**src/rtl/pulse_seq_pkg.sv**
```systemverilog
// ----------------------------------------------------------------------------
// pulse_seq_pkg
// Shared types and sizes for the pulse sequencer and its step table.
//   N      : width of a step's period field (cycles between pulses)
//   R      : width of a step's repeat-count field
//   STEPS  : number of table entries (power of two, at least 2)
//   IDX_W  : width of a table index
//   state_t: sequencer FSM states
//   step_t : one table entry {period, repeat_cnt, last}
// ----------------------------------------------------------------------------
package pulse_seq_pkg;

    localparam int N     = 8;
    localparam int R     = 4;
    localparam int STEPS = 4;
    localparam int IDX_W = $clog2(STEPS);

    typedef enum logic [1:0] {
        IDLE,
        LOAD,
        RUN,
        DONE
    } state_t;

    // "repeat" is a reserved word, so the count field is repeat_cnt.
    typedef struct packed {
        logic [N-1:0] period;
        logic [R-1:0] repeat_cnt;
        logic         last;
    } step_t;

endpackage

```
**src/rtl/seq_step_table.sv**
```systemverilog
// ----------------------------------------------------------------------------
// seq_step_table
// STEPS-entry register file of step_t. One synchronous write port, one
// combinational read port; every entry clears to zero on reset.
// Ports:
//   i_clk      clock
//   i_rst      synchronous active-high reset, clears all entries
//   i_wr_en    write i_wr_data into entry i_wr_addr on this edge
//   i_wr_addr  entry to write
//   i_wr_data  entry contents to write
//   i_rd_addr  entry to read
//   o_rd_data  contents of entry i_rd_addr
// ----------------------------------------------------------------------------
module seq_step_table
    import pulse_seq_pkg::*;
(
    input  logic             i_clk,
    input  logic             i_rst,
    input  logic             i_wr_en,
    input  logic [IDX_W-1:0] i_wr_addr,
    input  step_t            i_wr_data,
    input  logic [IDX_W-1:0] i_rd_addr,
    output step_t            o_rd_data
);

    step_t r_table [STEPS];

    // Table storage: a reset wipes the whole program back to P=0, C=0,
    // last=0 so a start with no programming skips straight through.
    always_ff @(posedge i_clk) begin
        if (i_rst) begin
            for (int i = 0; i < STEPS; i++) begin
                r_table[i] <= '0;
            end
        end else if (i_wr_en) begin
            r_table[i_wr_addr] <= i_wr_data;
        end
    end

    assign o_rd_data = r_table[i_rd_addr];

endmodule

```
**src/rtl/pulse_sequencer.sv**
```systemverilog
// ----------------------------------------------------------------------------
// pulse_sequencer
// Walks a small table of {period, repeat count, last} steps and emits a pulse
// train: each step produces C pulses spaced P cycles apart, then the program
// moves to the next step, finishes, or loops back to step 0.
// Ports:
//   i_clk, i_rst    clock and synchronous active-high reset
//   i_cfg_wr        write a table entry (only honoured while IDLE)
//   i_cfg_addr      table index to write
//   i_cfg_period    period P of the entry
//   i_cfg_repeat    repeat count C of the entry
//   i_cfg_last      entry is the final step of the program
//   i_start         begin at step 0 (only honoured while IDLE)
//   i_loop          at end of program: 1 restarts at step 0, 0 finishes
//   i_abort         return to IDLE from any non-IDLE state
//   o_pulse         one-cycle pulse output
//   o_busy          state is LOAD or RUN
//   o_done          one-cycle flag on normal completion
//   o_step_idx      index of the current step
// ----------------------------------------------------------------------------
module pulse_sequencer
    import pulse_seq_pkg::*;
(
    input  logic             i_clk,
    input  logic             i_rst,
    input  logic             i_cfg_wr,
    input  logic [IDX_W-1:0] i_cfg_addr,
    input  logic [N-1:0]     i_cfg_period,
    input  logic [R-1:0]     i_cfg_repeat,
    input  logic             i_cfg_last,
    input  logic             i_start,
    input  logic             i_loop,
    input  logic             i_abort,
    output logic             o_pulse,
    output logic             o_busy,
    output logic             o_done,
    output logic [IDX_W-1:0] o_step_idx
);

    state_t           r_state;
    logic [IDX_W-1:0] r_step_idx;
    logic [N-1:0]     r_period;
    logic [N-1:0]     r_count;
    logic [R-1:0]     r_repeat;
    logic [R-1:0]     r_pulse_cnt;
    logic             r_last;

    step_t            w_entry;
    step_t            w_wr_data;
    logic             w_wr_en;
    logic             w_skip;
    logic             w_hit;
    logic             w_step_done;
    logic             w_prog_end;
    state_t           w_end_state;
    logic [IDX_W-1:0] w_end_idx;

    // The table only accepts writes while IDLE, so a running program can
    // never be altered underneath itself.
    assign w_wr_en   = i_cfg_wr && (r_state == IDLE);
    assign w_wr_data = step_t'{period: i_cfg_period, repeat_cnt: i_cfg_repeat, last: i_cfg_last};

    seq_step_table u_table (
        .i_clk     (i_clk),
        .i_rst     (i_rst),
        .i_wr_en   (w_wr_en),
        .i_wr_addr (i_cfg_addr),
        .i_wr_data (w_wr_data),
        .i_rd_addr (r_step_idx),
        .o_rd_data (w_entry)
    );

    // A step with nothing to emit is skipped straight from LOAD.
    assign w_skip      = (w_entry.period == '0) || (w_entry.repeat_cnt == '0);
    assign w_hit       = (r_state == RUN) && (r_count == r_period - N'(1));
    assign w_step_done = w_hit && (r_pulse_cnt == r_repeat - R'(1));

    // End-of-step decision shared by the LOAD skip path and the C-th pulse
    // in RUN. In LOAD the working registers are not yet valid, so the last
    // flag comes straight from the table.
    always_comb begin
        w_prog_end  = ((r_state == LOAD) ? w_entry.last : r_last) ||
                      (r_step_idx == IDX_W'(STEPS - 1));
        w_end_state = LOAD;
        w_end_idx   = r_step_idx + IDX_W'(1);
        if (w_prog_end) begin
            if (i_loop) begin
                w_end_idx = '0;
            end else begin
                w_end_state = DONE;
                w_end_idx   = r_step_idx;
            end
        end
    end

    // Sequencer FSM with its interval and pulse counters. Abort beats every
    // transition (only reset is stronger) and has no effect in IDLE.
    always_ff @(posedge i_clk) begin
        if (i_rst) begin
            r_state     <= IDLE;
            r_step_idx  <= '0;
            r_period    <= '0;
            r_repeat    <= '0;
            r_last      <= 1'b0;
            r_count     <= '0;
            r_pulse_cnt <= '0;
        end else if (i_abort && (r_state != IDLE)) begin
            r_state <= IDLE;
        end else begin
            case (r_state)
                IDLE: begin
                    if (i_start) begin
                        r_state    <= LOAD;
                        r_step_idx <= '0;
                    end
                end
                LOAD: begin
                    r_period    <= w_entry.period;
                    r_repeat    <= w_entry.repeat_cnt;
                    r_last      <= w_entry.last;
                    r_count     <= '0;
                    r_pulse_cnt <= '0;
                    if (w_skip) begin
                        r_state    <= w_end_state;
                        r_step_idx <= w_end_idx;
                    end else begin
                        r_state <= RUN;
                    end
                end
                RUN: begin
                    if (w_hit) begin
                        r_count     <= '0;
                        r_pulse_cnt <= r_pulse_cnt + R'(1);
                        if (w_step_done) begin
                            r_state    <= w_end_state;
                            r_step_idx <= w_end_idx;
                        end
                    end else begin
                        r_count <= r_count + N'(1);
                    end
                end
                DONE: begin
                    r_state <= IDLE;
                end
                default: begin
                    r_state <= IDLE;
                end
            endcase
        end
    end

    // Outputs decode registered state; abort masks the pulse in its own cycle.
    assign o_pulse    = w_hit && !i_abort;
    assign o_busy     = (r_state == LOAD) || (r_state == RUN);
    assign o_done     = (r_state == DONE);
    assign o_step_idx = r_step_idx;

endmodule

```
**config.mk**
```make
export PLATFORM = sky130hd
export DESIGN_NAME = pulse_sequencer
export DESIGN_NICKNAME = d
export VERILOG_FILES = /design/src/rtl/pulse_seq_pkg.sv /design/src/rtl/seq_step_table.sv /design/src/rtl/pulse_sequencer.sv
export SDC_FILE = /design/constraint.sdc
export NUM_CORES = 1
export LEC_CHECK = 0
export ABC_AREA = 0
export CAP_MARGIN = 20
export CORE_MARGIN = 4
export CORE_UTILIZATION = 40
export CTS_CLUSTER_SIZE = 40
export DETAILED_ROUTE_END_ITERATION = 8
export GPL_TIMING_DRIVEN = 0
export PLACE_DENSITY = 0.58
export REMOVE_ABC_BUFFERS = 1
export SYNTH_ARGS = -nofsm -noshare
export SYNTH_HDL_FRONTEND = slang
export SYNTH_SLANG_ARGS = --single-unit
export TNS_END_PERCENT = 10
```
**constraint.sdc**
```tcl
create_clock -name i_clk -period 2.4 [get_ports i_clk]
set_input_delay 0.36 -clock i_clk [delete_from_list [all_inputs] [get_ports i_clk]]
set_output_delay 0.36 -clock i_clk [all_outputs]
set_load 0.02 [all_outputs]
```
# After elaboration in Yosys (flattened, before gate mapping)
# Memory sizes are Yosys's and may differ from the RTL's. A register that Yosys moved wholly into a read port is not among the register bits.
# Cells that the tools add are included.
# W data, S select, Z words.
classes:
  add_sub_neg: 5
  eq_ne: 10
  mux: 29
  bitwise_logic: 1
  reduce_logical: 22
ops:
  columns: ["operator", "count"]
  rows:
  - ["$mux W2", 15]
  - ["$pmux W8 S2", 1]
  - ["$mux W13", 1]
  - ["$reduce_or A13 Y1", 1]
  - ["$add A8 B1 Y8 const B", 1]
  - ["$eq A8 B8 Y1", 1]
  - ["$logic_not A8 Y1", 1]
  - ["$mux W8", 1]
  - ["$ne A2 B2 Y1 const B", 4]
  - ["$pmux W2 S4", 1]
  - ["$pmux W4 S2", 1]
  - ["$sub A8 B1 Y8 const B", 1]
  - ["$mux W1", 7]
  - ["$eq A2 B2 Y1 const B", 3]
  - ["$pmux W2 S3", 1]
  - ["$reduce_and A3 Y1", 2]
  - ["$reduce_and A6 Y1", 1]
  - ["$logic_and A1 B1 Y1", 5]
  - ["$add A4 B1 Y4 const B", 1]
  - ["$eq A4 B4 Y1", 1]
  - ["$logic_not A4 Y1", 1]
  - ["$mux W4", 1]
  - ["$reduce_and A2 Y1", 2]
  - ["$reduce_bool A2 Y1", 2]
  - ["9 further kinds", 11]
totals:
  regBits: 29
  ram_bits: 52
  input_bits: 21
  out_inout_bits: 5
  elab_cells: 75
  n_memories: 1
memory_table:
  columns: ["memory", "depth", "word_bits", "rd", "rd_clocked_by_memory_dff", "write_ports", "line", "rtl"]
  rows:
  - ["u_table.r_table", 4, 13, 1, 1, 4, "seq_step_table.sv:26", "step_t r_table [STEPS];"]

# Longest topological paths before layout
depth:
  word_depth: 9
  mapped_depth: 10
  ltp_nobuf: 8

# Hierarchy
# A second synthesis with hierarchy kept.
hier_totals:
  cells_unflattened: 357
  hier_area_um2: 4141.5
by_module_without_submodules:
  columns: ["mod", "n_inst", "cells_per_inst", "area_each_um2", "seq_area_each_um2"]
  rows:
  - ["seq_step_table", 1, 134, 2352.3, 1561.5]
  - ["pulse_sequencer", 1, 223, 1789.2, 580.6]

# Worst setup path before layout
# OpenSTA, ideal clock, no wires.
synth_path:
  path_type: "reg-to-output"
  from: "reg r_period[0]"
  to: "out o_pulse"
  arrival_ns: 2.253
  t_required_ns: 2.040
  setup_slack_ns: -0.213
  path_stages_with_launch: 7
  n_path_buf: 0
  cell_sequence: "dfxtp_1 -> inv_1 -> ha_1 -> xnor2_1 -> a311o_1 -> a211oi_4 -> nor4bb_1"
synth_between:
  elab_chain_len: 4
synth_lines:
  columns: ["item", "line", "rtl"]
  rows:
  - ["start, declared", "pulse_sequencer.sv:42", "logic [N-1:0] r_period;"]
  - ["start signal, assigned", "pulse_sequencer.sv:118", "r_period <= w_entry.period;"]
  - ["$sub A8 B1 Y8", "pulse_sequencer.sv:75", "assign w_hit = (r_state == RUN) && (r_count == r_period - N'(1));"]
  - ["$eq A8 B8 Y1", "pulse_sequencer.sv:75", null]
  - ["$logic_and A1 B1 Y1", "pulse_sequencer.sv:75", null]
  - ["$logic_and A1 B1 Y1", "pulse_sequencer.sv:153", "assign o_pulse = w_hit && !i_abort;"]
  - ["end, declared", "pulse_sequencer.sv:34", "output logic o_pulse,"]
# Every way passes these cells.

==> impl_metrics.yaml <==
outcome:
  status: "finished with violations"
  violations: "negative setup slack"
global_routing:
  grt_pass1_vias: 2736
  track_usage_pct: 15.9
  grt_pass1_wl_um: 14300
  grt_max_degree: 26
  antenna_found_initial: 0
  globalRouteOverflowTotal: 0
sta:
  setup_viol: 6
  finalMaxSlewViolations: 0
  fmax_ghz: 0.390
  timing.final.ws_setup_ns: -0.166
  finalCritPeriodShare_pct: 107
  finalHoldViolCount: 0
  fin_worst_skew_ns: 0.0103
  slew_headroom_pct: 41.0
  final.min_clock_period_ns: 2.57
  rsz0062_at_grt: "yes"
  tightestPinTransition_ns: 0.881
worst_setup_path:
  slowest_stage: "mux4_2"
  cpPeakStageDelay_ns: 0.56
  cp-end-kind: "register"
  crit_path_start_kind: "register"
  worstPathCellList: "buf_8 > mux4_2 > nor4_4 > a211oi_2 > a211o_1 > a211o_1 > a31o_1"
  critPathRequiredTime_ns: 2.66
  worst_ep_arrival_time_ns: 2.83
  crit_path_max_fanout: 5
  path_class: "register to register"
  crit_top_cell: "a211o_1"
  reg2reg_slack_ns: -0.17
  reg2regPathDepth: 7
logic_synthesis:
  yosys.cell_count.top_type: "and2_1"
  async_reset_ff_share_pct: 0
  synth-seq-cells: 83
  synth_edf_count: 52
  synth.area.top_cells: "edfxtp_1, dfxtp_1, and2_1"
  ys_seq_area_share_pct: 52.7
  synth_common_cells: "and2_1, edfxtp_1, dfxtp_1"
  synthFlopType: "edfxtp_1"
  synthesis.area_um2: 4140
  synth.top_cell.area_share_pct: 37.7
  yosysUniqueCellTypes: 56
  yosys.area.top_type: "edfxtp_1"
  synth.avg_cell_area_um2: 11.7
  syn_inst: 355
  synth_warnings: 0
run:
  maxCapViolCount: 0
clock_network:
  cts_max_level: 3
  numClockSinks: 83
  ctsLongestPathBuffers: 2
  clock-root-buffer: "clkbuf_8"
  cts.reportedPaths.clkPinSlew_ns: 0.09
  cts_tree: "yes"
  numCtsBuffers: 9
  hold_buffers: 0
  clkLatencyLatePin_ns: 0.36
drt:
  drt_iter0_drc: 86
  drc_errors: 0
  final_antenna_net_count: 0
  wirelength_um: 8800
  firstDrtPassIters: 4
  wl_per_cell_um: 16.6
  num_vias: 2742
  avgViaCountPerCell: 5.17
power_and_ir_drop:
  leakagePower_nw: 1.71
  worst_ir_drop_vdd_mv: 0.548
  p_per_area_nw_per_um2: 667
placement:
  placed_cells: 502
  hpwlAfterDp_um: 5970
  port_buffers: 25
  finalWeightedCongestion: 0.774
  place_area_um2: 4530
floorplan:
  num_rows: 36
  dieArea_um2: 12000
  fp.coreArea_um2: 9910
  ios: 26
  initial_core_util_pct: 41.8
  fp.dieH_um: 110
  fp.dieW_um: 110
layout:
  n_antenna_cell: 0
  fin_cells: 530
  fin_nets: 422
  finalInstanceArea_um2: 4920
  filler_cell_count: 940
  drive_gt1_share_pct: 16.9
  area_growth_pct: 18.7
min_path:
  hold_path.class: "register to register"
  hold-path-cell-count: 2
cells in the final DEF, fill, tap and decap left out, types with 2 or more instances in the layout:
cell type	synthesis	layout
a31oi_1	3	2
o211ai_1	2	2
mux4_2	8	10
nand2_1	26	26
o41ai_1	2	2
nor3b_1	2	2
ha_1	9	9
and2_1	53	53
xnor2_1	14	14
nor3_1	5	5
dfxtp_4	0	3
buf_4	1	11
a31oi_4	1	2
edfxtp_1	52	52
buf_6	1	4
o21ai_0	6	4
nor2_1	19	19
nand2b_1	3	2
clkinvlp_4	0	2
nand4_1	5	5
mux4_1	5	3
or2_2	2	2
dfxtp_1	31	27
xor2_1	6	6
clkdlybuf4s50_1	0	23
a21oi_2	0	2
a31o_1	2	2
a21oi_1	22	20
clkbuf_8	1	9
inv_1	11	11
or3_1	2	2
inv_6	0	2
nor4_4	1	4
o21ai_1	1	2
nand3_1	17	17
nor2b_1	2	2
a211o_1	2	2
or4_1	2	2
power by group:
group          switching (mW)  leakage [nW]  internal [mW]  total, mW
registers              0.0569         0.795           1.61       1.67
logic                   0.386         0.833          0.311      0.697
clock network           0.536        0.0837          0.379      0.915
metal layers:
layer | part of all wire, % | up-vias | global-route usage, %
li1 | - | 1372 | -
met2 | 51 | 61 | 27.6
met5 | 0 | - | 0
met1 | 43 | 1300 | 18.9
met3 | 4.7 | 9 | 5.46
met4 | 1.5 | 0 | 4.19
stage by stage:
step,utilization [%],power (mW),TNS (ns),hold WS (ns),setup slack [ns]
after floorplan,-,2.10,-1.06,0.426,-0.300
after global placement,45.2,2.27,-113.74,0.443,-1.82
after detailed placement,45.7,2.29,-44.40,0.444,-0.740
after CTS,49.2,3.29,-0.540,0.457,-0.119
after global routing,49.6,3.45,-1.52,0.482,-0.286
final,49.6,3.28,-0.830,0.453,-0.166
logic make-up after synthesis:
group	count (synthesis)	synth area share (%)
adders and majority gates	9	2.72
and+or+nand+nor	150	20.5
muxes	13	7.52
AOI/OAI and AO/OA	52	8.79
DFF	83	52.7
xor gates and xnor gates	21	4.77
buffers and inverters	27	3.02
layout make-up:
class	instances	area [um^2]	area share [%]
Sequential cell	83	2190	44.6
Inverter	11	41.3	0.840
Multi-Input combinational cell	245	1930	39.3
Clock buffer	9	124	2.52
Tap cell	133	166	3.38
Timing Repair Buffer	42	409	8.32
Clock inverter	7	50.0	1.02
what timing repair did:
action | CTS | global route
setup buffers | 12 | 0
pin swaps | 6 | 0
resized for setup | 27 | 9
setup endpoints to repair | 69 | 15
worst max-delay path, delay by kind of cell, from the launching register on:
kind | cells | cell delay [ns]
flops | 1 | 0.41
buf+inv | 1 | 0.15
mux | 1 | 0.56
compound gates | 4 | 0.95
simple gates | 1 | 0.39
registers in the layout, indices dropped and copies added (netlist names), named ones only:
register,flops
r_repeat,4
r_last,1
r_count,8
u_table.r_table,52
r_state,2
o_step_idx,2
r_pulse_cnt,4
r_period,8
worst min-delay path by stage:
stage	slack, ns	endpoint	from
2_1_floorplan	0.43	r_last	r_last
3_3_place_gp	0.44	r_last	r_last
3_5_place_dp	0.44	r_last	r_last
4_1_cts	0.46	r_last	r_last
5_1_grt	0.48	r_last	r_last
6_report	0.45	r_last	r_last
Note: power is estimated with default switching activity, not from simulation.
